**src/rtl/acm_pkg.sv**
```systemverilog
// Shared widths, FSM encoding and word-FIFO entry layout for the muacm IN-pipe packer.
// Latency: n/a (declarations only).
// Backpressure: n/a.
package acm_pkg;

    localparam int BYTE_W = 8;
    localparam int WORD_W = 32;
    localparam int NB_W   = 2;

    // Serializer states
    localparam logic [0:0] ST_IDLE = 1'b0;
    localparam logic [0:0] ST_SEND = 1'b1;

    // FIFO entry layout: {last, nbytes, data}
    localparam int ENT_DATA_LSB = 0;
    localparam int ENT_NB_LSB   = WORD_W;
    localparam int ENT_LAST_BIT = WORD_W + NB_W;
    localparam int ENT_W        = WORD_W + NB_W + 1;

    typedef struct packed {
        logic              last;
        logic [NB_W-1:0]   nbytes;
        logic [WORD_W-1:0] data;
    } entry_t;

endpackage

```
**src/rtl/fifo_sync_ram.sv**
```systemverilog
// Single-clock FIFO on an inferred RAM (EBR or LUT RAM) with a registered read port.
// Latency: a word written to an empty FIFO can be popped the next cycle; rd_data/rd_valid one cycle after rd_en.
// Backpressure: writes while full and reads while empty are ignored; full/empty are exact.
//   clk, rst      : clock, synchronous active-high reset (pointers only, RAM is not cleared)
//   wr_en/wr_data : push request and data
//   rd_en         : pop request; rd_data holds the popped word until the next pop
//   rd_valid      : high for one cycle when rd_data has just been refreshed
//   full, empty   : occupancy flags
module fifo_sync_ram #(
    parameter int WIDTH      = 8,
    parameter int LOG2_DEPTH = 3
) (
    input  logic             clk,
    input  logic             rst,
    input  logic             wr_en,
    input  logic [WIDTH-1:0] wr_data,
    input  logic             rd_en,
    output logic [WIDTH-1:0] rd_data,
    output logic             rd_valid,
    output logic             full,
    output logic             empty
);

    localparam int DEPTH = 1 << LOG2_DEPTH;

    logic [WIDTH-1:0]    mem [DEPTH];
    logic [LOG2_DEPTH:0] wr_ptr;
    logic [LOG2_DEPTH:0] rd_ptr;
    logic                wr_ok;
    logic                rd_ok;

    // Extra pointer bit distinguishes full from empty when the addresses match.
    assign empty = (wr_ptr == rd_ptr);
    assign full  = (wr_ptr[LOG2_DEPTH] != rd_ptr[LOG2_DEPTH]) &&
                   (wr_ptr[LOG2_DEPTH-1:0] == rd_ptr[LOG2_DEPTH-1:0]);
    assign wr_ok = wr_en & ~full;
    assign rd_ok = rd_en & ~empty;

    always_ff @(posedge clk) begin
        if (rst) begin
            wr_ptr   <= '0;
            rd_ptr   <= '0;
            rd_valid <= 1'b0;
        end else begin
            if (wr_ok) wr_ptr <= wr_ptr + 1'b1;
            if (rd_ok) rd_ptr <= rd_ptr + 1'b1;
            rd_valid <= rd_ok;
        end
    end

    // RAM and its output register carry no reset so they map onto block RAM.
    always_ff @(posedge clk) begin
        if (wr_ok) mem[wr_ptr[LOG2_DEPTH-1:0]] <= wr_data;
        if (rd_ok) rd_data <= mem[rd_ptr[LOG2_DEPTH-1:0]];
    end

endmodule

```
**src/rtl/acm_in_packer.sv**
```systemverilog
// Packs 32-bit fabric words into the muacm IN byte stream (LSB byte first) with packet last and idle flush.
// Latency: 2 cycles from an accepted write into an empty FIFO to in_valid; back-to-back words have no bubble.
// Backpressure: in_ready stalls the serializer with outputs held; w_ready drops when the word FIFO is full.
//   w_data/w_nbytes/w_last/w_valid/w_ready : word input (nbytes = valid bytes - 1)
//   in_data/in_last/in_valid/in_ready      : byte stream to muacm
//   in_flush_now : one-cycle flush after IDLE_FLUSH idle cycles with a partial packet outstanding
//   in_flush_time: constant FLUSH_TIME_EN;  busy: FIFO non-empty or a word being sent
module acm_in_packer
    import acm_pkg::*;
#(
    parameter int   FIFO_LOG2     = 3,
    parameter int   IDLE_FLUSH    = 1024,
    parameter logic FLUSH_TIME_EN = 1'b1
) (
    input  logic              clk,
    input  logic              rst,
    input  logic [WORD_W-1:0] w_data,
    input  logic [NB_W-1:0]   w_nbytes,
    input  logic              w_last,
    input  logic              w_valid,
    output logic              w_ready,
    output logic [BYTE_W-1:0] in_data,
    output logic              in_last,
    output logic              in_valid,
    input  logic              in_ready,
    output logic              in_flush_now,
    output logic              in_flush_time,
    output logic              busy
);

    localparam int             CNT_W    = (IDLE_FLUSH > 2) ? $clog2(IDLE_FLUSH) : 1;
    localparam logic [CNT_W-1:0] RELOAD = CNT_W'((IDLE_FLUSH > 0) ? IDLE_FLUSH - 1 : 0);
    localparam bit             TIMER_EN = (IDLE_FLUSH > 0);

    logic             fifo_full;
    logic             fifo_empty;
    logic             rd_valid;
    logic             pop;
    logic [ENT_W-1:0] wr_ent;
    logic [ENT_W-1:0] rd_ent;
    entry_t           head;

    logic [0:0]       state;
    logic [0:0]       state_d;
    logic [NB_W-1:0]  idx_q;
    logic [NB_W-1:0]  idx_cur;
    logic             last_byte;
    logic             fire;

    logic             pending;
    logic [CNT_W-1:0] cnt;

    assign w_ready       = ~rst & ~fifo_full;
    assign in_flush_time = FLUSH_TIME_EN;
    assign busy          = ~fifo_empty | (state == ST_SEND);

    assign wr_ent[ENT_DATA_LSB +: WORD_W] = w_data;
    assign wr_ent[ENT_NB_LSB +: NB_W]     = w_nbytes;
    assign wr_ent[ENT_LAST_BIT]           = w_last;

    // The FIFO output register doubles as the word register: it only changes on a pop.
    fifo_sync_ram #(
        .WIDTH      (ENT_W),
        .LOG2_DEPTH (FIFO_LOG2)
    ) u_fifo (
        .clk      (clk),
        .rst      (rst),
        .wr_en    (w_valid & w_ready),
        .wr_data  (wr_ent),
        .rd_en    (pop),
        .rd_data  (rd_ent),
        .rd_valid (rd_valid),
        .full     (fifo_full),
        .empty    (fifo_empty)
    );

    assign head = entry_t'(rd_ent);

    always_comb begin
        // A freshly popped word always starts at byte 0, whatever idx_q holds.
        idx_cur      = rd_valid ? '0 : idx_q;
        in_valid     = (state == ST_SEND);
        in_data      = head.data[BYTE_W*int'(idx_cur) +: BYTE_W];
        last_byte    = (idx_cur == head.nbytes);
        in_last      = in_valid & head.last & last_byte;
        fire         = in_valid & in_ready;
        pop          = ~fifo_empty & ((state == ST_IDLE) | (fire & last_byte));
        in_flush_now = TIMER_EN & pending & (cnt == '0) & ~in_valid;

        state_d = state;
        if (state == ST_IDLE) begin
            if (pop) state_d = ST_SEND;
        end else if (fire & last_byte & ~pop) begin
            state_d = ST_IDLE;
        end
    end

    always_ff @(posedge clk) begin
        if (rst) begin
            state   <= ST_IDLE;
            idx_q   <= '0;
            pending <= 1'b0;
            cnt     <= '0;
        end else begin
            state <= state_d;
            idx_q <= fire ? idx_cur + 1'b1 : idx_cur;

            // Timer only runs down while a partial packet is outstanding and nothing is on the bus.
            if (fire) begin
                cnt     <= RELOAD;
                pending <= ~in_last;
            end else if (in_flush_now) begin
                pending <= 1'b0;
            end else if (pending && !in_valid && cnt != '0) begin
                cnt <= cnt - 1'b1;
            end
        end
    end

endmodule

```
**config.mk**
```make
export PLATFORM = sky130hd
export DESIGN_NAME = acm_in_packer
export DESIGN_NICKNAME = d
export VERILOG_FILES = /design/src/rtl/acm_pkg.sv /design/src/rtl/fifo_sync_ram.sv /design/src/rtl/acm_in_packer.sv
export SDC_FILE = /design/constraint.sdc
export NUM_CORES = 1
export LEC_CHECK = 0
export ABC_AREA = 1
export CORE_MARGIN = 10
export CORE_UTILIZATION = 65
export CTS_CLUSTER_DIAMETER = 60
export DETAILED_ROUTE_END_ITERATION = 8
export GPL_ROUTABILITY_DRIVEN = 0
export HOLD_SLACK_MARGIN = 0.05
export PLACE_DENSITY = 0.9
export SKIP_LAST_GASP = 1
export SLEW_MARGIN = 20
export SYNTH_ARGS = -nofsm -noshare
export SYNTH_HDL_FRONTEND = slang
export SYNTH_SLANG_ARGS = --single-unit
```
**constraint.sdc**
```tcl
create_clock -name clk -period 8.3 [get_ports clk]
set_clock_uncertainty 0.2 [all_clocks]
set_input_delay 0.83 -clock clk [delete_from_list [all_inputs] [get_ports clk]]
set_output_delay 0.83 -clock clk [all_outputs]
set_load 0.005 [all_outputs]
```
# After elaboration in Yosys (flattened, before gate mapping)
# Memories as Yosys holds them, arrays and structs flattened. A register that Yosys moved wholly into a read port is not among the register bits.
# Cells that the tools add are included.
dict set report totals {
  reg_bits 23
  latchBits 0
  mem_bits_rw 280
  mem_bits_ro 0
  input_bits 39
  mem_count 1
}
# memory words word_bits rd rd_ports_with_merged_regs wr line_no
set mem_list {}
lappend mem_list {u_fifo.mem 8 35 1 1 1 fifo_sync_ram.sv:26} ;# logic [WIDTH-1:0] mem [DEPTH];
dict set report classes {
  add_sub_neg 4
  multipliers 0
  n_div 0
  magnitude_cmp 0
  n_eq_ne 5
  n_shift 1
  muxes 12
  n_bitwise 20
  reduce_logical 9
}
# op n
set ops {}
lappend ops {{variable part select 32 x 6 -> 8 bit} 1}
lappend ops {{2-to-1 mux 10 bit} 3}
lappend ops {{AND 1 bit} 12}
lappend ops {{logical NOT 10 bit} 1}
lappend ops {{nonzero test 10 bit} 1}
lappend ops {{subtractor 10 x 1 -> 10 bit, second input constant} 1}
lappend ops {{adder 4 x 1 -> 4 bit, second input constant} 2}
lappend ops {{2-to-1 mux 1 bit} 7}
lappend ops {{inverter 1 bit} 6}
lappend ops {{equality test 4 bit} 1}
lappend ops {{2-to-1 mux 2 bit} 2}
lappend ops {{nonzero test 2 bit} 2}
lappend ops {{equality test 3 bit} 1}
lappend ops {{logical AND 1 bit} 3}
lappend ops {{adder 2 x 1 -> 2 bit, second input constant} 1}
lappend ops {{equality test 2 bit} 1}
lappend ops {{!= test 2 x 1 -> 1 bit, second input constant} 1}
lappend ops {{bitwise OR 1 bit} 2}
lappend ops {{AND reduction 2 bit} 1}
lappend ops {{logical NOT 1 bit} 1}
lappend ops {{!= test 1 bit} 1}

# Longest topological paths before layout
dict set report depth {
  word_depth 9
  ltp_mapped 11
  ltp_nobuf 11
}

# By module
# Synthesis repeated with hierarchy kept, for this count alone.
dict set report unflattened {
  hier_cells 1029
  area_unflattened_um2 13715.7
}
# module instances cells_each area_per_inst_um2 seq_area_each_um2
set modules_own_cells {}
lappend modules_own_cells {fifo_sync_ram 1 841 12545.8 9639.2}
lappend modules_own_cells {acm_in_packer 1 188 1169.9 280.3}

# Worst setup path before layout
# Ideal clock, no wire load.
dict set report synth_timing {
  kind {input-to-reg}
  startpoint {input port rst}
  endpoint {memory u_fifo.mem[3][0] (netlist bit), enable pin}
  setup_ns 0.471
  arrival_ns 3.644
  required_time_ns 7.629
  setup_slack_ns 3.985
  stages 4
  path_buffers 1
  cell_sequence {clkbuf_1 inv_1 nand3_4 nor3_1}
}
dict set report synth_between {
  elab_chain_cells 6
}
# item line_no
set synth_rtl {}
lappend synth_rtl {{start: declaration} acm_in_packer.sv:16} ;# input logic rst,
lappend synth_rtl {{inverter 1 bit} acm_in_packer.sv:53} ;# assign w_ready = ~rst & ~fifo_full;
lappend synth_rtl {{AND 1 bit} acm_in_packer.sv:53}
lappend synth_rtl {{AND 1 bit} acm_in_packer.sv:68} ;# .wr_en (w_valid & w_ready),
lappend synth_rtl {{AND 1 bit} fifo_sync_ram.sv:36} ;# assign wr_ok = wr_en & ~full;
lappend synth_rtl {{2-to-1 mux 1 bit} fifo_sync_ram.sv:53} ;# if (wr_ok) mem[wr_ptr[LOG2_DEPTH-1:0]] <= wr_data;
lappend synth_rtl {{2-to-1 mux 1 bit (not written as such)} fifo_sync_ram.sv:53}
lappend synth_rtl {{end: declaration} fifo_sync_ram.sv:26}
# Every way passes these cells.

# Worst setup path after layout
dict set report layout_timing {
  startpoint {register u_fifo.rd_ptr[1]}
  endpoint {output port w_ready}
}
dict set report layout_between {
  elab_chain_cells 4
}
# item line_no
set layout_rtl {}
lappend layout_rtl {{start: declaration} fifo_sync_ram.sv:28} ;# logic [LOG2_DEPTH:0] rd_ptr;
lappend layout_rtl {{start signal: assignment} fifo_sync_ram.sv:46} ;# if (rd_ok) rd_ptr <= rd_ptr + 1'b1;
lappend layout_rtl {{equality test 3 bit} fifo_sync_ram.sv:35} ;# (wr_ptr[LOG2_DEPTH-1:0] == rd_ptr[LOG2_DEPTH-1:0]);
lappend layout_rtl {{logical AND 1 bit} fifo_sync_ram.sv:34} ;# assign full = (wr_ptr[LOG2_DEPTH] != rd_ptr[LOG2_DEPTH]) &&
lappend layout_rtl {{inverter 1 bit} acm_in_packer.sv:53}
lappend layout_rtl {{AND 1 bit} acm_in_packer.sv:53}
lappend layout_rtl {{end: declaration} acm_in_packer.sv:21} ;# output logic w_ready,
# Every way passes these cells.

==> metrics.sh <==
STATUS='finished, final reports clean'
NUMBER_OF_SYNTHESIZED_REGISTER_BITS=338
VDD.IR_DROP.WORST_V=0.000218
START_KIND='flip-flop'
MULTI_INPUT_COMB_AREA_SQ_MM=0.00318
VIA_COUNT=9109
GRT.OVERFLOW.TOTAL=0
FINAL_HOLD_VIOLATING_ENDPOINTS=0
CTS.HTREE.LEVELS=2
WORST_SLEW_PIN_SLEW_PS=853
WIRE_LENGTH_OF_THE_FIRST_GLOBAL_ROUTING_PASS_UM=48900
SYNTHESIS.INSTANCES=1092
FMAX_GHz=0.235
CRIT_SLOWEST_CELL='buf_4'
SYNTH_LARGEST_AREA_CELL='edfxtp_1'
FIN_NETS=1174
CTS.SINKS=338
INSERTION_DELAY_PS=530
GRT_START_MAX_NET_PINS=78
MAX_CAP_VIOLATIONS=0
SYNTHESIS.AREA_SQ_MM=0.0135
DIEWIDTH_UM=164
SYN_AVG_CELL_AREA_SQ_UM=12.4
CRIT_FANOUT=75
LAYOUT.FILLER_CELLS=1094
FINAL_AREA_SQ_MM=0.0154
POST-SYNTH-TOP-COUNT-CELL='edfxtp_1'
ROUTED_WIRELENGTH_UM=31500
CP_NUM_BUF_INV=4
NETSWITCHINGFRACTION=0.331
FIN_WS_PS=4040
CTS_REPAIR_RESIZE_COUNT=0
CRITPATHMAXSTAGEDELAY_PS=630
SYNTH_SEQUENTIAL_AREA_RATIO=0.735
CRITICAL_PATH_REQUIRED_PS=7270
ARRIVAL_TIME_OF_THE_WORST_SETUP_PATH_PS=3230
CTS_STAGE_HOLD_BUFFER_COUNT=0
PATH_CLASS='reg2out'
TIMING.CRITICAL_PATH.TO_TYPE='primary output'
GLOBAL_ROUTE_USAGE_SUM=0.232
CRIT_PATH_CELLS='buf_4, inv_4, nand2_1, nand2_2, nand4_4, nand2_1, inv_2, clkdlybuf4s50_1'
HOLD_CLASS='reg2reg'
POWER_LEAKAGE_nW=5.32
SYNTH_ASYNC_SR_FLOP_SHARE=0
POWER.SWITCHING_W=0.00170
FIRST_ITER_VIOLATIONS=1415
YOSYSWARNINGS=0
COUNT_OF_INSERTED_ANTENNA_DIODE_CELLS=0
CTS_MADE_BUFFERS=34
CRITPATHTOPFAMILY='buffers and inverters'
TOTALNEGATIVESETUPSLACK_PS=0
DIEAREA_SQ_MM=0.0269
CRITICAL_PATH.MOST_COMMON_CELL='nand2_1'
SYN-NUM-NETS=1134
PERIOD_SHARE=0.513
UNREPAIRED_SETUP_ENDPOINTS_AFTER_GLOBAL_ROUTING='no'
SYNTH_TOP_CELL_AREA_SHARE=0.701
SYNTHTOPCELLSBYAREA='edfxtp_1 70%, o21ai_0 6.0%, nor2_1 4.8%'
SYNTH-MAIN-FF-CELL='edfxtp_1'
DIE_Y_UM=164
GRT_ANTENNA_BEFORE_REPAIR=0
POWER.SHARE.SEQUENTIAL=0.428
DRT-VIAS-PER-INSTANCE=6.38
POWER_DENSITY_mW_PER_MM2=333
TRITONCTS='yes'
DRIVE_ABOVE_1_SHARE=0.0942
DP_WORST_SETUP_SLACK_PS=4250
DRCVIOLATIONCOUNT=0
BUFFER_PORTS.INSERTED=51
DPL.HPWL_UM=16700
BOUNDARYPINS=53
EDFF_COUNT_SYNTH=315
POST_CTS.REPAIR.SETUP_BUFFERS=0
CLK_PATH_BUF_DEPTH=3
POWER_FRAC_CLOCK=0.305
SEQUENTIAL_CELL_AREA_SQ_MM=0.00992
CTS.REPORTEDPATHS.CLKPINSLEW_PS=60
INTPOWER_W=0.00343
FLOORPLAN.CORE_AREA_SQ_MM=0.0204
FIRST_PASS_ITERS=7
ANTENNA_VIOLATING_NETS_LEFT=0
CLOCKROOTBUFFER='clkbuf_16'
DETAIL_ROUTE.WL_PER_CELL_UM=22.1
AREA.GROWTH.SYNTH_TO_FINAL_PCT=14.1
SLEW_VIOLATIONS=0
FINALWORSTPATHREQUIREDPERIOD_PS=4260
FIRST_GLOBAL_VIAS=9073
SYNTHDISTINCTLIBCELLS=34
NETLIST_TOP_CELLS_COUNT='315 x edfxtp_1, 173 x nor2_1, 162 x o21ai_0'
WORST_SLEW_MARGIN_REL=0.431
POSTPLACECELLAREA_SQ_MM=0.0142
PLACEMENT_ROWS=52
COMBPWRFRAC=0.267
INITIAL_CORE_UTIL=0.663
TIMING.FINAL.SETUP_VIOLATIONS=0
==> tightest hold or removal path: stages, from the launching register on <==
cell and delay [ps]:
dfxtp_1 300, nand2_1 60, a21oi_1 60
==> area by class of cell <==
class	count	share of cell area
multi-input cells	654	0.206
inverters	39	0.00991
well taps	270	0.0219
flip-flops and latches	338	0.644
repair buffers	65	0.0442
clock buffers	41	0.0583
clock inverters	20	0.0149
==> cell families after synthesis <==
group,count (synthesis),synth area share
DFF,338,0.735
buffers and inverters,100,0.0334
xor gates and xnor gates,5,0.00380
AOI/OAI and AO/OA,258,0.103
other,1,0.000278
and+or+nand+nor,387,0.121
adders and majority gates,3,0.00278
==> registers in the layout, indices dropped and copies added, names as in the netlist <==
| name | count |
|---|---|
| cnt | 10 |
| idx_q | 2 |
| in_valid | 1 |
| pending | 1 |
| u_fifo.mem | 280 |
| u_fifo.rd_data | 35 |
| u_fifo.rd_ptr | 4 |
| u_fifo.rd_valid | 1 |
| u_fifo.wr_ptr | 4 |
==> path summary, 6_finish.rpt <==
path	from	endpoint	slack (ps)	depth (start not counted)
setup / recovery	u_fifo.rd_ptr[1]$_SDFFE_PP0P_	w_ready	4040	8
hold / removal	cnt[2]$_SDFFE_PP0P_	cnt[2]$_SDFFE_PP0P_	270	2
setup reg to reg	u_fifo.rd_ptr[1]$_SDFFE_PP0P_	u_fifo.mem[0][24]$_DFFE_PP_	4550	10
hold reg to reg	cnt[2]$_SDFFE_PP0P_	cnt[2]$_SDFFE_PP0P_	270	2
==> power groups by stage <==
stage,Combinational [W],Sequential [W],Clock (W)
floorplan,0.000968,0.00215,0
global placement,0.00123,0.00221,0
detailed placement,0.00130,0.00222,0
CTS,0.00134,0.00219,0.00157
global route,0.00150,0.00221,0.00163
finish,0.00137,0.00219,0.00157
==> placed cells by master, fill, tap and decap left out, types with 3 or more instances in the layout <==
cell,count
clkinv_1,5
nand2_1,158
buf_4,10
nand4_1,3
nor2_1,168
clkinv_2,9
o21ai_0,162
bufinv_16,5
clkdlybuf4s50_1,51
a21oi_1,16
dfxtp_1,21
nor3_2,4
edfxtp_1,315
inv_2,7
inv_1,29
nand2_4,3
clkbuf_1,6
nor2_4,6
clkbuf_16,35
ha_1,3
o22ai_1,78
nand3_1,26
xor2_1,4
nand2_2,10
==> per-stage QoR <==
stage	instances	power [W]	hold slack, ps	utilization
after floorplan	1092	0.00312	244	-
after global placement	1362	0.00344	256	0.696
after detailed placement	1362	0.00352	262	0.696
after CTS	1423	0.00510	270	0.752
after global routing	1427	0.00534	304	0.756
final	1427	0.00513	268	0.756
==> routing by layer <==
| metal | track usage | wire length (um) | up-vias | share of wire |
|---|---|---|---|---|
| met5 | 0 | 0 | - | 0 |
| met4 | 0.106 | 1090 | 0 | 0.035 |
| met3 | 0.0423 | 3140 | 93 | 0.10 |
| met2 | 0.391 | 16100 | 627 | 0.51 |
| met1 | 0.286 | 11100 | 4391 | 0.35 |
| li1 | - | - | 3998 | - |
Note: power is estimated with default switching activity, not from simulation.
